**config.mk**
```make
export PLATFORM = sky130hd
export DESIGN_NAME = chip8_keypad_decoder_flat
export DESIGN_NICKNAME = d
export VERILOG_FILES = /design/src/rtl/chip8_keypad_decoder_if.sv /design/src/rtl/chip8_keypad_decoder.sv /design/src/flat_wrapper.sv
export SDC_FILE = /design/constraint.sdc
export NUM_CORES = 1
export LEC_CHECK = 0
export BUFFER_PORTS_ARGS = -buffer_cell sky130_fd_sc_hd__buf_2
export CAP_MARGIN = 20
export CORE_MARGIN = 10
export CORE_UTILIZATION = 53
export DETAILED_ROUTE_END_ITERATION = 10
export PLACE_DENSITY = 0.77
export SLEW_MARGIN = 0
export SYNTH_ARGS = -nofsm -noshare
export SYNTH_HDL_FRONTEND = slang
export SYNTH_SLANG_ARGS = --single-unit
```
**constraint.sdc**
```tcl
create_clock -name i_clk -period 4.2 [get_ports i_clk]
set_input_delay 0.63 -clock i_clk [delete_from_list [all_inputs] [get_ports i_clk]]
set_output_delay 0.63 -clock i_clk [all_outputs]
set_load 0.01 [all_outputs]
```
**src/rtl/chip8_keypad_decoder_if.sv**
```systemverilog
// ---------------------------------------------------------------------------
// chip8_keypad_decoder_if
// Groups the PS/2 byte stream and the key-event queue handshake.
//   scan_valid : one-cycle pulse, scan_data valid this cycle
//   scan_data  : PS/2 scan-code byte
//   ev_pop     : consume the head event (ignored when ev_valid=0)
//   ev_valid   : event queue non-empty
//   ev_key     : key index of the head event
//   ev_pressed : 1 = press, 0 = release (head event)
// master = byte source / event consumer, slave = the decoder.
// ---------------------------------------------------------------------------
interface chip8_keypad_decoder_if;
  logic       scan_valid;
  logic [7:0] scan_data;
  logic       ev_pop;
  logic       ev_valid;
  logic [3:0] ev_key;
  logic       ev_pressed;

  modport master (
    output scan_valid, scan_data, ev_pop,
    input  ev_valid, ev_key, ev_pressed
  );

  modport slave (
    input  scan_valid, scan_data, ev_pop,
    output ev_valid, ev_key, ev_pressed
  );
endinterface

```
**src/rtl/chip8_keypad_decoder.sv**
```systemverilog
// ---------------------------------------------------------------------------
// chip8_keypad_decoder
// Decodes PS/2 set-2 scan bytes into the 16-key Chip-8 matrix and queues
// press/release events in a first-word fall-through FIFO.
//   i_clk        : system clock, all state changes on the rising edge
//   i_reset      : synchronous, active-high reset
//   i_clear      : synchronous bulk clear, same effect as reset
//   bus          : scan byte input and event queue handshake (slave side)
//   o_key_matrix : bit k = Chip-8 key k held
//   o_any_key    : OR of o_key_matrix, registered alongside it
//   o_overflow   : sticky, an event was dropped because the FIFO was full
// ---------------------------------------------------------------------------
module chip8_keypad_decoder #(
  parameter int FIFO_DEPTH    = 4,
  parameter int REPEAT_FILTER = 1,
  parameter int EXT_MAP       = 0
) (
  input  logic                    i_clk,
  input  logic                    i_reset,
  input  logic                    i_clear,
  chip8_keypad_decoder_if.slave   bus,
  output logic [15:0]             o_key_matrix,
  output logic                    o_any_key,
  output logic                    o_overflow
);

  localparam int PTR_W = (FIFO_DEPTH > 1) ? $clog2(FIFO_DEPTH) : 1;
  localparam int CNT_W = PTR_W + 1;
  localparam logic [CNT_W-1:0] DEPTH_C = CNT_W'(FIFO_DEPTH);
  localparam logic FILTER_EN = (REPEAT_FILTER != 0);
  localparam logic EXT_EN    = (EXT_MAP != 0);

  typedef enum logic [1:0] {
    S_IDLE    = 2'd0,
    S_BRK     = 2'd1,
    S_EXT     = 2'd2,
    S_EXT_BRK = 2'd3
  } state_t;

  // Scan code -> {hit, key}; hit=0 for codes outside the Chip-8 table.
  function automatic logic [4:0] map_key(input logic [7:0] code);
    case (code)
      8'h22:   map_key = 5'h10;
      8'h16:   map_key = 5'h11;
      8'h1E:   map_key = 5'h12;
      8'h26:   map_key = 5'h13;
      8'h15:   map_key = 5'h14;
      8'h1D:   map_key = 5'h15;
      8'h24:   map_key = 5'h16;
      8'h1C:   map_key = 5'h17;
      8'h1B:   map_key = 5'h18;
      8'h23:   map_key = 5'h19;
      8'h1A:   map_key = 5'h1A;
      8'h21:   map_key = 5'h1B;
      8'h25:   map_key = 5'h1C;
      8'h2D:   map_key = 5'h1D;
      8'h2B:   map_key = 5'h1E;
      8'h2A:   map_key = 5'h1F;
      default: map_key = 5'h00;
    endcase
  endfunction

  // Protocol/status bytes (BAT, ACK, echo, resend, errors) are never keys.
  function automatic logic is_special(input logic [7:0] code);
    case (code)
      8'h00, 8'hFF, 8'hAA, 8'hFA, 8'hEE, 8'hFE: is_special = 1'b1;
      default:                                  is_special = 1'b0;
    endcase
  endfunction

  state_t           r_state;
  state_t           w_state_next;
  logic [15:0]      r_key_matrix;
  logic             r_any_key;
  logic             r_overflow;
  logic [4:0]       r_mem [FIFO_DEPTH];
  logic [PTR_W-1:0] r_wr_ptr;
  logic [PTR_W-1:0] r_rd_ptr;
  logic [CNT_W-1:0] r_count;

  logic [4:0]       w_map;
  logic             w_special;
  logic             w_ev_req;
  logic             w_ev_pressed;
  logic [3:0]       w_ev_key;
  logic             w_push;
  logic             w_pop;
  logic             w_full;
  logic             w_push_ok;
  logic [15:0]      w_matrix_next;

  assign w_map     = map_key(bus.scan_data);
  assign w_special = is_special(bus.scan_data);
  assign w_ev_key  = w_map[3:0];

  // Decoder state register.
  always_ff @(posedge i_clk) begin
    if (i_reset || i_clear) begin
      r_state <= S_IDLE;
    end else begin
      r_state <= w_state_next;
    end
  end

  // Decoder next-state: moves only on a valid byte; special bytes force IDLE.
  always_comb begin
    w_state_next = r_state;
    if (bus.scan_valid && w_special) begin
      w_state_next = S_IDLE;
    end else if (bus.scan_valid) begin
      case (r_state)
        S_IDLE: begin
          if (bus.scan_data == 8'hF0) begin
            w_state_next = S_BRK;
          end else if (bus.scan_data == 8'hE0) begin
            w_state_next = S_EXT;
          end else begin
            w_state_next = S_IDLE;
          end
        end
        S_EXT: begin
          if (bus.scan_data == 8'hF0) begin
            w_state_next = S_EXT_BRK;
          end else begin
            w_state_next = S_IDLE;
          end
        end
        S_BRK, S_EXT_BRK: w_state_next = S_IDLE;
        default:          w_state_next = S_IDLE;
      endcase
    end else begin
      w_state_next = r_state;
    end
  end

  // Decoder outputs: a make/break request for a mapped key this cycle.
  always_comb begin
    w_ev_req     = 1'b0;
    w_ev_pressed = 1'b0;
    if (bus.scan_valid && !w_special) begin
      case (r_state)
        S_IDLE: begin
          if (bus.scan_data != 8'hF0 && bus.scan_data != 8'hE0) begin
            w_ev_req     = w_map[4];
            w_ev_pressed = 1'b1;
          end else begin
            w_ev_req     = 1'b0;
            w_ev_pressed = 1'b0;
          end
        end
        S_BRK: begin
          w_ev_req     = w_map[4];
          w_ev_pressed = 1'b0;
        end
        S_EXT: begin
          if (bus.scan_data != 8'hF0) begin
            w_ev_req     = w_map[4] & EXT_EN;
            w_ev_pressed = 1'b1;
          end else begin
            w_ev_req     = 1'b0;
            w_ev_pressed = 1'b0;
          end
        end
        S_EXT_BRK: begin
          w_ev_req     = w_map[4] & EXT_EN;
          w_ev_pressed = 1'b0;
        end
        default: begin
          w_ev_req     = 1'b0;
          w_ev_pressed = 1'b0;
        end
      endcase
    end else begin
      w_ev_req     = 1'b0;
      w_ev_pressed = 1'b0;
    end
  end

  // Matrix update and push decision; a filtered repeat pushes nothing.
  always_comb begin
    w_matrix_next = r_key_matrix;
    if (w_ev_req) begin
      w_matrix_next[w_ev_key] = w_ev_pressed;
    end else begin
      w_matrix_next = r_key_matrix;
    end
    if (FILTER_EN) begin
      w_push = w_ev_req && (r_key_matrix[w_ev_key] != w_ev_pressed);
    end else begin
      w_push = w_ev_req;
    end
  end

  assign w_pop  = bus.ev_pop && (r_count != {CNT_W{1'b0}});
  assign w_full = (r_count == DEPTH_C);
  // A pop in the same cycle frees a slot, so a full FIFO still accepts.
  assign w_push_ok = w_push && (!w_full || w_pop);

  // Key matrix, any-key flag and sticky overflow.
  always_ff @(posedge i_clk) begin
    if (i_reset || i_clear) begin
      r_key_matrix <= 16'h0000;
      r_any_key    <= 1'b0;
      r_overflow   <= 1'b0;
    end else begin
      r_key_matrix <= w_matrix_next;
      r_any_key    <= |w_matrix_next;
      if (w_push && !w_push_ok) begin
        r_overflow <= 1'b1;
      end
    end
  end

  // Event FIFO storage, pointers and occupancy.
  always_ff @(posedge i_clk) begin
    if (i_reset || i_clear) begin
      for (int i = 0; i < FIFO_DEPTH; i++) begin
        r_mem[i] <= 5'h00;
      end
      r_wr_ptr <= {PTR_W{1'b0}};
      r_rd_ptr <= {PTR_W{1'b0}};
      r_count  <= {CNT_W{1'b0}};
    end else begin
      if (w_push_ok) begin
        r_mem[r_wr_ptr] <= {w_ev_pressed, w_ev_key};
        r_wr_ptr        <= r_wr_ptr + PTR_W'(1);
      end
      if (w_pop) begin
        r_rd_ptr <= r_rd_ptr + PTR_W'(1);
      end
      case ({w_push_ok, w_pop})
        2'b10:   r_count <= r_count + CNT_W'(1);
        2'b01:   r_count <= r_count - CNT_W'(1);
        default: r_count <= r_count;
      endcase
    end
  end

  assign o_key_matrix   = r_key_matrix;
  assign o_any_key      = r_any_key;
  assign o_overflow     = r_overflow;
  assign bus.ev_valid   = (r_count != {CNT_W{1'b0}});
  assign bus.ev_key     = r_mem[r_rd_ptr][3:0];
  assign bus.ev_pressed = r_mem[r_rd_ptr][4];

endmodule

```
**src/flat_wrapper.sv**
```systemverilog
// flat-port wrapper written by rule: the top's interface ports become plain ports
module chip8_keypad_decoder_flat 
#(
  parameter int FIFO_DEPTH    = 4,
  parameter int REPEAT_FILTER = 1,
  parameter int EXT_MAP       = 0
)
  (i_clk, i_reset, i_clear, o_key_matrix, o_any_key, o_overflow, bus_scan_valid, bus_scan_data, bus_ev_pop, bus_ev_valid, bus_ev_key, bus_ev_pressed);
  chip8_keypad_decoder_if bus_i ();
  input  logic i_clk;
  input  logic i_reset;
  input  logic i_clear;
  output logic [15:0] o_key_matrix;
  output logic o_any_key;
  output logic o_overflow;
  input wire logic [$bits(bus_i.scan_valid)-1:0] bus_scan_valid;
  input wire logic [$bits(bus_i.scan_data)-1:0] bus_scan_data;
  input wire logic [$bits(bus_i.ev_pop)-1:0] bus_ev_pop;
  output wire logic [$bits(bus_i.ev_valid)-1:0] bus_ev_valid;
  output wire logic [$bits(bus_i.ev_key)-1:0] bus_ev_key;
  output wire logic [$bits(bus_i.ev_pressed)-1:0] bus_ev_pressed;
  assign bus_i.scan_valid = bus_scan_valid;
  assign bus_i.scan_data = bus_scan_data;
  assign bus_i.ev_pop = bus_ev_pop;
  assign bus_ev_valid = bus_i.ev_valid;
  assign bus_ev_key = bus_i.ev_key;
  assign bus_ev_pressed = bus_i.ev_pressed;
  chip8_keypad_decoder #(.FIFO_DEPTH(FIFO_DEPTH), .REPEAT_FILTER(REPEAT_FILTER), .EXT_MAP(EXT_MAP)) u_core (.i_clk(i_clk), .i_reset(i_reset), .i_clear(i_clear), .bus(bus_i), .o_key_matrix(o_key_matrix), .o_any_key(o_any_key), .o_overflow(o_overflow));
endmodule
```
Word-level counts from Yosys, hierarchy flattened --
Memories as Yosys holds them, arrays and structs flattened. A register that Yosys moved wholly into a read port is not among the register bits. Cells that the tools add are included.
Storage, ports and cells: RAM bits 20, output and inout bits 24, input port bits 13, memory bits (read-only) 320, word-level logic and storage cells 85, memories kept 2, register bits 27
Memories:
- (no name shown) | words 64, width 5, read ports 1, clocked after Yosys merged registers in 0, write ports 0, RTL line chip8_keypad_decoder.sv:42 | case (code)
- u_core.r_mem | words 4, width 5, read ports 1, clocked after Yosys merged registers in 1, write ports 4, RTL line chip8_keypad_decoder.sv:76 | logic [4:0] r_mem [FIFO_DEPTH];
Operators by class: reductions and logical operators 24, $lt $le $gt $ge 2, equal/unequal tests 16, multiplexer cells 30, add/subtract/negate cells 4
Operator list (count):
- $eq 8x8->1 const B | 7
- $bwmux 16 | 1
- $mux 16 | 1
- $ne 8x8->1 const B | 2
- $reduce_or 16->1 | 1
- $mux 1 | 14
- $mux 2 | 6
- $mux 5 | 2
- $logic_and 1x1->1 | 8
- $logic_not 8->1 | 1
- $eq 2x2->1 const B | 3
- $pmux 1 s3 | 2
- $pmux 2 s3 | 1
- $pmux 3 s2 | 1
- $reduce_or 2->1 | 3
- $reduce_or 6->1 | 1
- $lt 4x5->1 const B | 1
- $reduce_or 5->1 | 1
- $add 2x1->2 const B | 2
- $bmux 1 s4 | 1
- $demux 1 s4 | 1
- $eq 2x1->1 const B | 2
- $ge 4x1->1 const B | 1
- $logic_not 2->1 | 2
- other kinds (8) | 11

Logic depth before layout (Yosys ltp) --
Gate-level depths: netlist of the first run.
word-level depth 14, gate-level depth with buffers 18, depth with buffers taken out 15

Worst setup path before layout of the first run --
Ideal clock, no wire load.
kind input-to-reg, from input port bus_scan_data[0], to register u_core.r_count[2], buffers on the path 3, slack 0.246 ns, required time 4.129 ns, library setup time 0.071 ns, stages on the path 18, arrival time 3.883 ns, cells stage by stage inv_1 > ha_1 > nor2_1 > or3b_1 > buf_2 > o22ai_2 > buf_4 > and3b_1 > a211oi_1 > o2111a_2 > mux2_4 > buf_2 > ha_1 > inv_1 > fa_1 > xor2_1 > or3_1 > a21oi_1
On the way: cells in the longest elaborated chain, start to end 11, elaborated cells between the ends (all ways) 31, classes of those cells eq/ne (10); mux (12); reduce/logical (8); memory (1)
RTL lines:
- start: declaration | RTL line flat_wrapper.sv:17 | input wire logic [$bits(bus_i.scan_data)-1:0] bus_scan_data;
- parallel branches: the longest is 7 deep, another holds $mem_v2 64x5
- $logic_and 1x1->1 (*) | RTL line chip8_keypad_decoder.sv:188 | w_push = w_ev_req && (r_key_matrix[w_ev_key] != w_ev_pressed);
- $logic_and 1x1->1 (*) | RTL line chip8_keypad_decoder.sv:197 | assign w_push_ok = w_push && (!w_full || w_pop);
- $eq 2x1->1 / $eq 2x2->1 (equally long branches) | RTL line chip8_keypad_decoder.sv:231 | case ({w_push_ok, w_pop})
- $pmux 3 s2 / $reduce_bool 2->1 (equally long branches)
- end signal: assignment | RTL line chip8_keypad_decoder.sv:232 | 2'b10: r_count <= r_count + CNT_W'(1);
- end signal: assignment | RTL line chip8_keypad_decoder.sv:233 | 2'b01: r_count <= r_count - CNT_W'(1);
- end signal: assignment | RTL line chip8_keypad_decoder.sv:234 | default: r_count <= r_count;
- end: declaration | RTL line chip8_keypad_decoder.sv:79 | logic [CNT_W-1:0] r_count;
Every way passes the cells marked *. The select of a mux whose other input is x is not followed. A chain may end at the register's enable or synchronous reset.

Worst setup path after layout of the first run --
Ends and elaborated chain as after synthesis.

==> summary.md, run 1 <==
| Metric | Value |
|---|---|
| Worst Setup SP | bus_scan_data[0] |
| Placed cell count | roughly 470 |
| Mean Syn Cell Area | 9.00 um2 |
| First-pass GRT wire length | around 14 mm |
| Largest family of logic cells by synthesized area | simple AND/OR/NAND/NOR gates |
| Met1 Usage GRT | 0.223 |
| Placed Area | between 3000 and 4000 um2 |
| Post-synth EDFFs | 20 |
| Required time worst endpoint | roughly 4.4 ns |
| Synth-to-layout area growth | 10.6% |
| Vias after detailed routing | 3025 |
| Gate power share | 0.148 |
| Die W | between 90 and 100 um |
| Design Area, Final | 3650 um2 |
| R2R depth | 9 |
| Startpoint Class | primary input |
| Clk_lat worst skew | about 0.3 ns |
| First-pass iteration count of the detailed router | 5 |
| Initial antenna violation count | 0 |
| Worst slew margin | 0.449 |
| Routing usage on met2 | 0.268 |
| CTS tree | done |
| Mux share of post-synthesis cell area | 0.0818 |
| Ys flop type | dfxtp_1 |
| CTS Sinks | 49 |
| Syn Nets | roughly 390 |
| Outcome | finished, final reports clean |
| Met3 GRT Util | 0.0321 |
| Post-route insts no fill | around 480 |
| WL final | between 8 and 9 mm |
| H-Tree Level Count | 2 |
| Critical path arrival | ~4.2 ns |
| Post-synthesis simple-gate area fraction | 0.264 |
| Netlist cell types | 63 |
| Fmax | approximately 250 MHz |
| RSZ-0062 raised after global routing | no |
| Switching share of power | 0.274 |
| Tmin final | a little under 4 ns |
| Switch Pwr | about 0.25 mW |
| Final-report setup violation count | 0 |
| Grt total ovfl | 0 |
| Synthesis Warnings | 0 |
| Seq cells post-synth | 49 |
| Leak | 1.32 nW |
| Highest-delay cell along the critical path | or3b_1 |
| VDD IR max | ~0.16 mV |
| Count of final hold-check violations | 0 |
| Average wire per standard cell | around 18 um |
| Antenna viol nets, final | 0 |
| GRT Overall Usage | 0.168 |
| RR Startpoint | u_core.r_count[0]$_SDFFE_PP0P_ |
| Final Power | around 0.9 mW |
| Adder-cell area share of the yosys netlist | 0.0326 |
| Starting Density | 0.551 |
| Reg-to-reg slack, setup | around 1.6 ns |
| Clk root buf | clkbuf_8 |
| Power Density | between 200 and 300 nW/um2 |
| Flop pwr share | 0.546 |
| Initial DRC count | between 200 and 250 |
| Design internal power | roughly 0.67 mW |
| Final HPWL DP | about 6.5 mm |
| IO buf count | 36 |
| Post-cts repair resize count | 0 |
| Min-delay src | u_core.r_state[0]$_SDFFE_PP0P_ |
| Mapped cell area | around 3300 um2 |
| Top Usage Layer GRT | met2 |
| CP endpoint kind | flop |
| Clk slew on worst S/H paths | roughly 0.090 ns |
| CTS Buf Count | 5 |
| DRC viols | 0 |
| Worst-Margin Slew | around 0.83 ns |
| Cells after synthesis | between 300 and 400 |
| Post-CTS Hold Fix Bufs | 0 |
| R2r endpoint | u_core.r_count[2]$_SDFFE_PP0P_ |
| Final #Nets | 420 |
| Hold Path Class | flop to flop |
| Die Ht | between 90 and 100 um |
| Gpl congestion | about 0.97 |
| Die area | slightly below 10000 um2 |
| CP Class | primary input to flop |
| Setup bufs post-CTS | 0 |
| FP Rows | 28 |
| Compound-cell area share of the yosys netlist | 0.192 |
| # Max-Cap Violations | 0 |
| Layout Skew | approximately 0.0084 ns |
| Largest net degree at the start of global routing | between 40 and 50 |
| IO Count | 37 |
| Vias per std cell | about 6.4 |
| Vias in the first global route | about 2800 |
| Clk buf depth | 2 |
| Crit path capture | u_core.r_count[2]$_SDFFE_PP0P_ |
| Core box area | between 5000 and 6000 um2 |
| Hold WS | between 0.4 and 0.5 ns |
| Post-synth ARST share | 0 |
| Tcrit/Tclk final | 0.948 |
| Clock share of power | 0.306 |
| # diodes | 0 |
| Crit-path cells | buf_2 -> inv_1 -> ha_1 -> nor2_1 -> or3b_1 -> o22ai_2 -> and3b_1 -> a211oi_1 -> o2111a_2 -> mux2_4 -> ha_1 -> inv_1 -> fa_1 -> xor2_1 -> or3_1 -> a21oi_1 |
| Slowest stage delay, CP | 0.45 ns |
| Utilization after layout | 0.610 |
| Max-slew violation count | 0 |
| Share of cells above drive strength 1 | 0.213 |
| Sequential area share after synthesis | 0.358 |
| Post-Synth XOR/XNOR Area | 0.0186 |
| Worst Path Max Fanout | 12 |
==> worst min path at each step <==
stage / cells past startpoint / slack (ns) / to
6_report: 2 / 0.48 / u_core.r_state[0]$_SDFFE_PP0P_
5_1_grt: 2 / 0.52 / u_core.r_state[0]$_SDFFE_PP0P_
4_1_cts: 2 / 0.49 / u_core.r_state[0]$_SDFFE_PP0P_
3_5_place_dp: 2 / 0.47 / u_core.r_state[0]$_SDFFE_PP0P_
3_3_place_gp: 1 / 0.46 / u_core.o_overflow$_SDFFE_PP0P_
2_1_floorplan: 2 / 0.45 / u_core.r_state[0]$_SDFFE_PP0P_
==> metrics by stage <==
step           setup TNS, ns  setup slack (ns)
6_report                   0             0.220
5_1_grt                    0            0.0230
4_1_cts                    0             0.271
3_5_place_dp         -0.0305           -0.0305
3_3_place_gp               0             0.131
2_1_floorplan              0             0.246
==> cell usage after synthesis (6+ instances only) <==
cell type	instances	area, um2
nor2b_1	6	37.5
nand2b_1	7	43.8
nand2_1	29	109
o21ai_0	14	70.1
mux2i_1	12	120
nand3_1	15	75.1
a31oi_1	10	62.6
o211ai_1	7	52.6
dfxtp_1	29	581
mux4_2	6	135
a21oi_1	17	85.1
clkbuf_1	13	48.8
nand3b_1	7	52.6
nor3_1	20	100
nor2_1	35	131
nor4_2	6	75.1
buf_2	8	40.0
or3_1	7	43.8
ha_1	7	87.6
inv_1	12	45.0
edfxtp_1	20	601
==> registers in the layout (all words and copies together) (netlist names), named ones only <==
name,cells
u_core.o_any_key,1
u_core.o_key_matrix,16
u_core.o_overflow,1
u_core.r_count,3
u_core.r_mem,20
u_core.r_rd_ptr,2
u_core.r_state,2
u_core.r_wr_ptr,2
==> routing by layer <==
metal  part of all wire  wire length, um  up-vias
li1                   -                -     1451
met1               0.45             3880     1413
met2               0.45             3880      147
met3              0.071              605       14
met4              0.021              179        0
met5                  0                0        -
==> kinds of logic after synthesis <==
| group | Yosys count |
|---|---|
| flops | 49 |
| simple gates | 160 |
| xor+xnor | 7 |
| compound gates | 87 |
| buf+inv | 37 |
| fa+ha+maj | 8 |
| mux | 19 |
==> worst max-delay path, delay by kind of cell <==
kind | cells | cell delay (ns)
buf+inv | 3 | 0.35
compound gates | 4 | 0.94
simple gates | 4 | 1.06
mux | 1 | 0.22
xor+xnor | 1 | 0.16
fa+ha+maj | 3 | 0.84
==> cell usage in the layout (no fill, tap or decap), types with 4 or more instances in the layout <==
cell / instances
a21oi_1: 17
a311oi_1: 4
a31oi_1: 10
and2_1: 5
buf_2: 36
buf_4: 14
clkbuf_8: 5
dfxtp_1: 29
edfxtp_1: 20
ha_1: 7
inv_1: 12
mux2i_1: 12
mux4_2: 6
nand2_1: 29
nand2b_1: 7
nand3_1: 15
nand3b_1: 7
nand4_1: 4
nor2_1: 35
nor2b_1: 6
nor3_1: 20
nor4_1: 4
nor4_2: 7
o211ai_1: 7
o21ai_0: 14
or3_1: 7
xor2_1: 4
==> power by group through the flow <==
stage / registers [mW] / clock network (mW) / logic [mW]
4_1_cts: 0.505 / 0.294 / 0.135
2_1_floorplan: 0.515 / 0 / 0.0956
3_3_place_gp: 0.516 / 0 / 0.132
6_report: 0.505 / 0.284 / 0.137
3_5_place_dp: 0.516 / 0 / 0.134
5_1_grt: 0.506 / 0.311 / 0.149
==> cell type report <==
| type | instances | area (um2) |
|---|---|---|
| Fill cell | 510 | 2340 |
| Multi-Input combinational cell | 281 | 1950 |
| Sequential cell | 49 | 1180 |
| Timing Repair Buffer | 50 | 285 |
| Tap cell | 75 | 93.8 |
| Clock buffer | 5 | 68.8 |
| Inverter | 12 | 45.0 |
| Clock inverter | 3 | 25.0 |
Note: power is estimated with default switching activity, not from simulation.
==> run 2, diff against run 1 <==
- ABC_AREA: default -> 1
- CORE_UTILIZATION: 53 -> 52
==> run 2 against run 1 <==
Compared with the run above:
- register-to-register slack gained 0.08 ns
- final cell count grew 9.3%
- worst hold slack lost 0.0063 ns
- global-route usage shrank 1.9 points
- die area shrank 8.1%
- non-clock buffer count shrank 9
- clock-buffer cell count is the same
- total power shrank 4.5%
- sequential power is essentially flat
- critical path type unchanged
- largest power group unchanged
- highest routed layer unchanged
==> summary.md, run 2 <==
| Metric | Value |
|---|---|
| Cell taking the most area after synthesis | edfxtp_1 |
| Mapped cell area | 2920 um2 (-12%) |
| CTS Buf Count | 5 (unchanged) |
| Cell count along the critical path | 27 (+11) |
| CP endpoint kind | flop |
| Synth-to-layout area growth | 11.1% |
| Post-cts repair resize count | 0 (unchanged) |
| Initial DRC count | 125 (-43%) |
| Crit path capture | u_core.r_count[2]$_SDFFE_PP0P_ |
| Outcome | finished, final reports clean |
| Area contributors post-synth | edfxtp_1, dfxtp_1, nand2_1 |
| DRC viols | 0 (unchanged) |
| Setup bufs post-CTS | 0 (unchanged) |
| Final-report setup violation count | 0 (unchanged) |
| Clk slew on worst S/H paths | 0.09 ns (about the same) |
| Share of cells above drive strength 1 | 0.163 (-0.0492) |
| Commonest non-fill, non-tap cell in the layout | nand2_1 |
| FP Rows | 27 (-3.6%) |
| Sequential area share after synthesis | 0.405 (+0.0476) |
| Core box area | 5470 um2 (-8.6%) |
| Tcrit/Tclk final | 0.846 (-0.101) |
| Placed cell count | 511 (+9.4%) |
| Mean Syn Cell Area | 7.09 um2 (-21%) |
| Average wire per standard cell | 12.5 um (-30%) |
| Die Ht | 94.9 um (-4.1%) |
| Max-slew violation count | 0 (unchanged) |
| Syn Nets | 432 (+11%) |
| Leak | 1.53 nW (+16%) |
| Hold Path Class | flop to flop |
| Power Density | 273 nW/um2 (+7.7%) |
| Buf+Inv Stages, Crit Path | 6 (+3) |
| IO Count | 37 (unchanged) |
| Worst Path Max Fanout | 11 (-1) |
| Crit path top cell by count | nand2_1 |
| CP Class | primary input to flop |
| Seq cells post-synth | 49 (unchanged) |
| CTS tree | done |
| Worst Setup SP | bus_scan_data[1] |
| Clk_lat worst skew | 0.31 ns (about the same) |
| # diodes | 0 (unchanged) |
| First-pass GRT wire length | 11.0 mm (-22%) |
| H-Tree Level Count | 2 (unchanged) |
| Starting Density | 0.533 (-0.0187) |
| Netlist cell types | 33 (-48%) |
| First-pass iteration count of the detailed router | 4 (-1) |
| Most frequent cells in the layout | nand2_1, nor2_1, inv_1 |
| Final Power | 0.883 mW (-4.5%) |
| Synthesis Warnings | 0 (unchanged) |
| Final #Nets | 467 (+11%) |
| Vias per std cell | 5.16 (-19%) |
| Fin Setup TNS | 0 ns (unchanged) |
| Hold WS | 0.476 ns (-0.00631 ns) |
| Cells after synthesis | 411 (+12%) |
| Initial antenna violation count | 0 (unchanged) |
| Die W | 94.9 um (-4.1%) |
| Largest net degree at the start of global routing | 21 (-51%) |
| Worst slew margin | 0.526 (+0.0768) |
| Post-synth EDFFs | 20 (unchanged) |
| RSZ-0062 raised after global routing | no |
| Reg-to-reg slack, setup | 1.63 ns (+0.08 ns) |
| Worst-Margin Slew | 0.703 ns (-0.123 ns) |
| Post-route insts no fill | 519 (+9.3%) |
| Fmax | 281 MHz (+12%) |
| Slowest stage delay, CP | 0.37 ns (-0.08 ns) |
| Most frequent cells after synthesis | nand2_1, nor2_1, inv_1 |
| Most frequent cell after synthesis | nand2_1 |
| Final HPWL DP | 5.06 mm (-22%) |
| Critical path arrival | 3.76 ns (-0.45 ns) |
| GRT Overall Usage | 0.150 (-0.0188) |
| Die area | 9000 um2 (-8.1%) |
| CTS Sinks | 49 (unchanged) |
| Post-CTS Hold Fix Bufs | 0 (unchanged) |
| WL final | 6.51 mm (-24%) |
| R2r endpoint | u_core.r_count[2]$_SDFFE_PP0P_ |
| Clk buf depth | 2 (unchanged) |
| # Max-Cap Violations | 0 (unchanged) |
| Post-synth ARST share | 0 (unchanged) |
| Biggest register | u_core.r_mem |
| Ys flop type | dfxtp_1 |
| Required time worst endpoint | 4.40 ns (-0.03 ns) |
| Count of final hold-check violations | 0 (unchanged) |
| Max reg flops | 20 (unchanged) |
| Grt total ovfl | 0 (unchanged) |
| Vias after detailed routing | 2677 (-12%) |
| Worst path top cell family by delay | simple AND/OR/NAND/NOR gates |
| Post-synth top area share | 0.206 (+0.0242) |
| Gpl congestion | 0.913 (-6.3%) |
| Vias in the first global route | 2507 (-11%) |
| Startpoint Class | primary input |
| R2R depth | 15 (+6) |
| RR Startpoint | u_core.r_state[1]$_SDFFE_PP0P_ |
| Tmin final | 3.55 ns (-0.425 ns) |
| Layout Skew | 0.00557 ns (-0.00283 ns) |
| VDD IR max | 0.180 mV (+11%) |
| Highest-delay cell along the critical path | fa_1 |
| Clk root buf | clkbuf_8 |
| Antenna viol nets, final | 0 (unchanged) |
| IO buf count | 36 (unchanged) |
run 2: cell count changes after synthesis, sizes merged, moves of 9 or more:
cell,previous run,this run
nand2,29,114
nor2,35,75
inv,12,43
o21ai,17,41
mux2i,12,0
a31oi,11,0
nor4,11,0
nand3,15,24
run 2: final cells by class:
class | count | area (um2)
fillers | 533 | 2230
multi-input cells | 305 | 1490
flip-flops and latches | 49 | 1180
repair buffers | 41 | 218
inverters | 44 | 165
well taps | 72 | 90.1
clock buffers | 5 | 68.8
clock inverters | 3 | 26.3
run 2: cells by family after synthesis:
logic type                 synth area share
AOI/OAI and AO/OA                     0.116
adders and majority gates            0.0369
buffers and inverters                0.0837
DFF                                   0.405
and+or+nand+nor                       0.358
run 2: power breakdown:
part	switching (mW)	leakage, nW	internal (mW)
Combinational	0.0648	1.03	0.0285
Clock	0.164	0.0423	0.121
Sequential	0.00288	0.456	0.502
Total	0.232	1.53	0.652
run 2: tightest hold or removal path, cell delays in order, from the launching register on:
cell     delay [ns]
dfxtp_1        0.31
inv_1          0.06
a21oi_1        0.07
run 2: worst min path at each step:
stage	from	to	depth (start not counted)
after floorplan	u_core.r_rd_ptr[1]$_SDFFE_PP0P_	flop	2
after global placement	u_core.r_rd_ptr[1]$_SDFFE_PP0P_	u_core.r_rd_ptr[1]$_SDFFE_PP0P_	2
after detailed placement	u_core.r_rd_ptr[1]$_SDFFE_PP0P_	u_core.r_rd_ptr[1]$_SDFFE_PP0P_	2
after CTS	u_core.r_rd_ptr[1]$_SDFFE_PP0P_	flop	2
after global routing	u_core.r_wr_ptr[1]$_SDFFE_PP0P_	u_core.r_wr_ptr[1]$_SDFFE_PP0P_	2
final	u_core.r_rd_ptr[1]$_SDFFE_PP0P_	flop	2
run 2: stage by stage:
stage / cell area, um2 / worst slack [ns] / util
3_5_place_dp: 3140 / 0.375 / 0.575
2_1_floorplan: 2920 / 0.959 / -
5_1_grt: 3240 / 0.312 / 0.592
3_3_place_gp: 3140 / 0.550 / 0.575
4_1_cts: 3240 / 0.702 / 0.592
6_report: 3240 / 0.646 / 0.592
run 2: per-layer routing:
metal  up-vias  wire, um  GRT usage
met1      1203      2870      0.181
met2        67      3130      0.257
met4         0        98     0.0499
met3         8       406     0.0317
met5         -         0          0
li1       1399         -          -
